<file path="src/rtl/digit_serial_adder_if.sv">
// Handshake and data bundle for digit_serial_adder: operand channel in, result channel out.
// The sub line exists only when DIGIT_SERIAL_ADDER_SUB_EN is defined.
interface digit_serial_adder_if #(
    parameter int WIDTH = 8
);
    logic             in_valid;
    logic             in_ready;
    logic [WIDTH-1:0] a;
    logic [WIDTH-1:0] b;
    logic             out_valid;
    logic             out_ready;
    logic [WIDTH:0]   sum_o;
    logic             busy;
`ifdef DIGIT_SERIAL_ADDER_SUB_EN
    logic             sub;
`endif

    modport master (
        output in_valid, a, b, out_ready,
`ifdef DIGIT_SERIAL_ADDER_SUB_EN
        output sub,
`endif
        input  in_ready, out_valid, sum_o, busy
    );

    modport slave (
        input  in_valid, a, b, out_ready,
`ifdef DIGIT_SERIAL_ADDER_SUB_EN
        input  sub,
`endif
        output in_ready, out_valid, sum_o, busy
    );
endinterface

</file>
<file path="src/rtl/digit_serial_adder.sv">
// Multi-cycle unsigned adder: adds DIGIT bits per clock, LSB first, through a carry register.
// Optional A-B mode enabled by defining DIGIT_SERIAL_ADDER_SUB_EN.
module digit_serial_adder #(
    parameter int WIDTH = 8,
    parameter int DIGIT = 2
) (
    input  logic                  clk,
    input  logic                  rst_n,
    digit_serial_adder_if.slave   bus
);
    localparam int NDIG = (DIGIT > 0) ? WIDTH / DIGIT : 1;
    localparam int CW   = (NDIG > 1) ? $clog2(NDIG) : 1;

    generate
        if (WIDTH < 1 || DIGIT < 1 || DIGIT > WIDTH || (WIDTH % DIGIT) != 0) begin : g_bad_params
            $error("digit_serial_adder: DIGIT must be >= 1 and divide WIDTH");
        end
    endgenerate

    typedef enum logic [1:0] {S_IDLE, S_RUN, S_DONE} state_t;

    state_t           state_q, state_d;
    logic [WIDTH-1:0] a_sh_q, a_sh_d;
    logic [WIDTH-1:0] b_sh_q, b_sh_d;
    logic [WIDTH-1:0] acc_q, acc_d;
    logic             carry_q, carry_d;
    logic [CW-1:0]    cnt_q, cnt_d;
    logic [WIDTH:0]   sum_q, sum_d;
    logic             out_valid_q, out_valid_d;

    logic [DIGIT:0]   digit_sum;
    logic [WIDTH-1:0] acc_shift;
    logic [WIDTH-1:0] b_load;
    logic             carry_init;

    // Subtraction is a + ~b + 1; the inversion and the initial carry are fixed at accept time.
`ifdef DIGIT_SERIAL_ADDER_SUB_EN
    assign b_load     = bus.b ^ {WIDTH{bus.sub}};
    assign carry_init = bus.sub;
`else
    assign b_load     = bus.b;
    assign carry_init = 1'b0;
`endif

    assign digit_sum = {1'b0, a_sh_q[DIGIT-1:0]} + {1'b0, b_sh_q[DIGIT-1:0]}
                     + {{DIGIT{1'b0}}, carry_q};
    // New digit enters at the MSB end so the final digit lands in the top slot.
    assign acc_shift = (acc_q >> DIGIT) | (WIDTH'(digit_sum[DIGIT-1:0]) << (WIDTH - DIGIT));

    always_comb begin
        state_d     = state_q;
        a_sh_d      = a_sh_q;
        b_sh_d      = b_sh_q;
        acc_d       = acc_q;
        carry_d     = carry_q;
        cnt_d       = cnt_q;
        sum_d       = sum_q;
        out_valid_d = out_valid_q;
        case (state_q)
            S_IDLE: begin
                if (bus.in_valid) begin
                    a_sh_d  = bus.a;
                    b_sh_d  = b_load;
                    acc_d   = '0;
                    carry_d = carry_init;
                    cnt_d   = '0;
                    state_d = S_RUN;
                end
            end
            S_RUN: begin
                carry_d = digit_sum[DIGIT];
                acc_d   = acc_shift;
                a_sh_d  = a_sh_q >> DIGIT;
                b_sh_d  = b_sh_q >> DIGIT;
                cnt_d   = cnt_q + 1'b1;
                if (cnt_q == CW'(NDIG - 1)) begin
                    sum_d       = {digit_sum[DIGIT], acc_shift};
                    out_valid_d = 1'b1;
                    cnt_d       = '0;
                    state_d     = S_DONE;
                end
            end
            S_DONE: begin
                if (bus.out_ready) begin
                    out_valid_d = 1'b0;
                    state_d     = S_IDLE;
                end
            end
            default: state_d = S_IDLE;
        endcase
    end

    always_ff @(posedge clk or negedge rst_n) begin
        if (!rst_n) begin
            state_q     <= S_IDLE;
            a_sh_q      <= '0;
            b_sh_q      <= '0;
            acc_q       <= '0;
            carry_q     <= 1'b0;
            cnt_q       <= '0;
            sum_q       <= '0;
            out_valid_q <= 1'b0;
        end else begin
            state_q     <= state_d;
            a_sh_q      <= a_sh_d;
            b_sh_q      <= b_sh_d;
            acc_q       <= acc_d;
            carry_q     <= carry_d;
            cnt_q       <= cnt_d;
            sum_q       <= sum_d;
            out_valid_q <= out_valid_d;
        end
    end

    assign bus.in_ready  = (state_q == S_IDLE);
    assign bus.busy      = (state_q != S_IDLE);
    assign bus.out_valid = out_valid_q;
    assign bus.sum_o     = sum_q;
endmodule

</file>
<file path="src/flat_wrapper.sv">
// flat-port wrapper written by rule: the top's interface ports become plain ports
module digit_serial_adder_flat 
#(
    parameter int WIDTH = 8,
    parameter int DIGIT = 2
)
  (clk, rst_n, bus_in_valid, bus_a, bus_b, bus_out_ready, bus_in_ready, bus_out_valid, bus_sum_o, bus_busy);
  digit_serial_adder_if #(.WIDTH(WIDTH)) bus_i ();
  input  logic clk;
  input  logic rst_n;
  input wire logic [$bits(bus_i.in_valid)-1:0] bus_in_valid;
  input wire logic [$bits(bus_i.a)-1:0] bus_a;
  input wire logic [$bits(bus_i.b)-1:0] bus_b;
  input wire logic [$bits(bus_i.out_ready)-1:0] bus_out_ready;
  output wire logic [$bits(bus_i.in_ready)-1:0] bus_in_ready;
  output wire logic [$bits(bus_i.out_valid)-1:0] bus_out_valid;
  output wire logic [$bits(bus_i.sum_o)-1:0] bus_sum_o;
  output wire logic [$bits(bus_i.busy)-1:0] bus_busy;
  assign bus_i.in_valid = bus_in_valid;
  assign bus_i.a = bus_a;
  assign bus_i.b = bus_b;
  assign bus_i.out_ready = bus_out_ready;
  assign bus_in_ready = bus_i.in_ready;
  assign bus_out_valid = bus_i.out_valid;
  assign bus_sum_o = bus_i.sum_o;
  assign bus_busy = bus_i.busy;
  digit_serial_adder #(.WIDTH(WIDTH), .DIGIT(DIGIT)) u_core (.clk(clk), .rst_n(rst_n), .bus(bus_i));
endmodule
</file>
<file path="config.mk">
export PLATFORM = sky130hd
export DESIGN_NAME = digit_serial_adder_flat
export DESIGN_NICKNAME = d
export VERILOG_FILES = /design/src/rtl/digit_serial_adder_if.sv /design/src/rtl/digit_serial_adder.sv /design/src/flat_wrapper.sv
export SDC_FILE = /design/constraint.sdc
export NUM_CORES = 1
export LEC_CHECK = 0
export ABC_AREA = 0
export CAP_MARGIN = 20
export CORE_MARGIN = 2
export CORE_UTILIZATION = 41
export CTS_CLUSTER_SIZE = 8
export DETAILED_ROUTE_END_ITERATION = 7
export GPL_ROUTABILITY_DRIVEN = 0
export PLACE_DENSITY = 0.65
export SYNTH_ARGS = -nofsm -noshare
export SYNTH_HDL_FRONTEND = slang
export SYNTH_SLANG_ARGS = --single-unit
</file>
<file path="constraint.sdc">
create_clock -name clk -period 1.9 [get_ports clk]
set_input_delay 0.475 -clock clk [delete_from_list [all_inputs] [get_ports clk]]
set_output_delay 0.475 -clock clk [all_outputs]
set_load 0.05 [all_outputs]
</file>
==> flow_summary.json <==
{
  "cp.depth": 3,
  "placement.io_buffers": 31,
  "n_antenna_cell": 0,
  "cts_buffers": 5,
  "wl_met1_microns": 1420,
  "period_minus_slack_ps": 1750,
  "hold_class": "reg2reg",
  "regArea_sq_um": 927,
  "rr_worst_depth": 4,
  "drv_cap": 0,
  "drc": 0,
  "async_flop_share_pct": 100,
  "yosys-top-cells-count": "dfrtp_1 (37), o21ai_0 (13), nand2_1 (12)",
  "r2r-start": "u_core.carry_q",
  "p_leak_nw": 0.981,
  "root_buffer": "clkbuf_8",
  "status": "completed",
  "cp_slowest_stage_delay_ps": 510,
  "ctsHtreeMaxLevel": 2,
  "required_ps": 1420,
  "via_per_inst": 5.26,
  "wire_per_inst_microns": 14.0,
  "grt_overflow_total": 0,
  "setup_viol": 0,
  "die_w_microns": 67.8,
  "yosys_warnings": 0,
  "setup_tns_ps": 0,
  "grt_max_degree": 38,
  "worst_pin_slew_ps": 459,
  "ctsHoldBuffers": 0,
  "layout.nets": 203,
  "synth_most_common_cell": "dfrtp_1",
  "coreArea_sq_um": 3940,
  "synth_top_area_share_pct": 55.6,
  "clk_latency_ps": 280,
  "synthCells": 139,
  "yosys_register_bits": 37,
  "die_y_microns": 67.8,
  "syn_nets": 162,
  "worstPathCellList": "nor2_4 > buf_4 > buf_12",
  "seq_area_frac_synth_pct": 55.6,
  "multiInputGateArea_sq_um": 653,
  "synth.distinct_cells": 28,
  "route.met2.wl_microns": 1630,
  "clk_pin_slew_worst_paths_ps": 70,
  "initial_core_util_pct": 42.3,
  "r2r_slack_ps": 380,
  "cts.path.max_buffers": 2,
  "maxSlewHeadroom_pct": 69.3,
  "r2r_end": "u_core.acc_q[7]",
  "hold_viol": 0,
  "cp_slowest_cell": "dfrtp_2",
  "clock.fmax_mhz": 570,
  "cts_sinks": 37,
  "min_period_over_period_pct": 92.3,
  "syn_to_final_growth_pct": 30.2,
  "ant_nets": 0,
  "worstPathArrival_ps": 1280,
  "cp-endpoint": "bus_in_ready",
  "cp_max_fo": 13,
  "rsz0062_at_grt": "no",
  "critPathBufInv": 2,
  "avgSynthCellArea_sq_um": 12.0,
  "dr_total_vias": 1215,
  "io_pins": 32,
  "grt_usage_pct": 16.7,
  "path_delay_family": "flip-flops",
  "dp_slack_ps": 115,
  "grt_pass1_vias": 1230,
  "synth_edf_count": 0,
  "crit_start": "u_core.state_q[1]",
  "final.fill_count": 338,
  "layout-drive-gt1-share_pct": 30.4,
  "slew_viol_final": 0,
  "num_rows": 23,
  "wl_met3_microns": 167,
  "top_layer_used": "met4",
  "yosys.area.top_type": "dfrtp_1",
  "setup_ws_ps": 146,
  "synthTopCellsByArea": "dfrtp_1 (56%), mux2_2 (4.1%), o21ai_0 (3.9%), o221a_2 (3.4%), nand2_1 (2.7%)",
  "cts_tree": "done",
  "syn_area_sq_um": 1670,
  "ys.flop_type": "dfrtp_1",
  "die_area_sq_um": 4590,
  "critPathCaptureType": "output port",
  "drtPass1Iterations": 4,
  "grt_pass1_wl_microns": 5650,
  "powerDensity_nw_per_um2": 1810,
  "drt-total-wl_microns": 3230,
  "critical_path_class": "reg2out",
  "grt_antenna_before_repair": 0,
  "drt_iter0_drc": 49,
  "irDropWorstVdd_uv": 863,
  "cp-start-kind": "flop",
  "skew_ps": 4.18,
  "hpwl_microns": 2420
}
-- worst register-to-register path, delay by kind of cell, from the launching register on --
kind                     cells  cell delay, ps
adder cells (fa/ha/maj)      2             930
AO/OA/AOI/OAI                1              80
flip-flops                   1             320
buffers and inverters        1              60
-- cells by family (layout without fill, tap and decap cells) --
| group | Yosys count | in the layout | share of synthesized area (%) |
|---|---|---|---|
| adders and majority gates | 3 | 3 | 3.15 |
| AOI/OAI and AO/OA | 44 | 44 | 20.1 |
| and+or+nand+nor | 34 | 34 | 11.6 |
| buffers and inverters | 15 | 57 | 5.56 |
| muxes | 6 | 6 | 4.05 |
| DFF | 37 | 37 | 55.6 |
-- final cells by class --
type	count	area share, %
sequential	37	42.7
multi-input combinational	87	30.1
timing repair buffer	41	17.5
clock buffer	7	3.98
tap	50	2.88
clock inverter	1	1.38
inverter	8	1.38
-- metrics by stage --
step | area (sq um) | instances | power (mW) | utilization, % | hold slack, ps
floorplan | 1670 | 139 | 2.71 | - | 179
global placement | 2040 | 221 | 3.19 | 51.7 | 466
detailed placement | 2040 | 221 | 3.24 | 51.7 | 471
CTS | 2150 | 229 | 3.93 | 54.6 | 487
global route | 2170 | 231 | 4.24 | 55.0 | 519
finish | 2170 | 231 | 3.92 | 55.0 | 485
-- registers in the layout, indices dropped and copies added (netlist names) --
name,flops
u_core.state_q,2
u_core.carry_q,1
u_core.acc_q,6
u_core.b_sh_q,8
u_core.bus.out_valid,1
u_core.bus.sum_o,9
u_core.a_sh_q,8
u_core.cnt_q,2
-- metal layers --
metal	up-vias	track usage (%)
met5	-	0
met4	0	4.59
met3	2	5.17
met2	30	28.3
met1	598	20.5
li1	585	-
-- repair_timing --
item,in CTS,in global routing
endpoints found under the hold margin,0,0
gates resized for setup,0,1
endpoints found under the setup margin,0,1
setup buffers,0,2
-- how the worst min path moves through the flow --
stage | start | endpoint | cells after the start
6_report | u_core.bus.sum_o[8] | u_core.bus.sum_o[8] | 2
5_1_grt | u_core.cnt_q[0] | u_core.cnt_q[0] | 1
4_1_cts | u_core.bus.sum_o[8] | u_core.bus.sum_o[8] | 2
3_5_place_dp | u_core.bus.sum_o[8] | u_core.bus.sum_o[8] | 2
3_3_place_gp | u_core.bus.sum_o[8] | u_core.bus.sum_o[8] | 2
2_1_floorplan | rst_n | u_core.a_sh_q[0] | 0
-- layout by cell type (no fill, tap or decap), drive strengths merged --
cell,synthesis,final
a22o,5,5
nand2,12,12
o31ai,2,2
a2bb2oi,1,1
o21bai,1,1
clkdlybuf4s50,0,19
dfrtp,37,37
nor2,9,9
buf,7,22
a21oi,7,7
o21ai,13,13
mux2,6,6
ha,1,1
nand3b,6,6
o221a,9,9
a22oi,2,2
nand2b,2,2
nor2b,1,1
inv,8,8
fa,2,2
clkbuf,0,7
nor3,4,4
bufinv,0,1
o22ai,4,4
-- where the power goes --
part	leakage, nW	switching, mW	internal [mW]
clock	0.0585	0.254	0.427
sequential	0.460	0.247	1.14
combinational	0.463	1.04	0.819
Power figures use the tool's default switching activity.
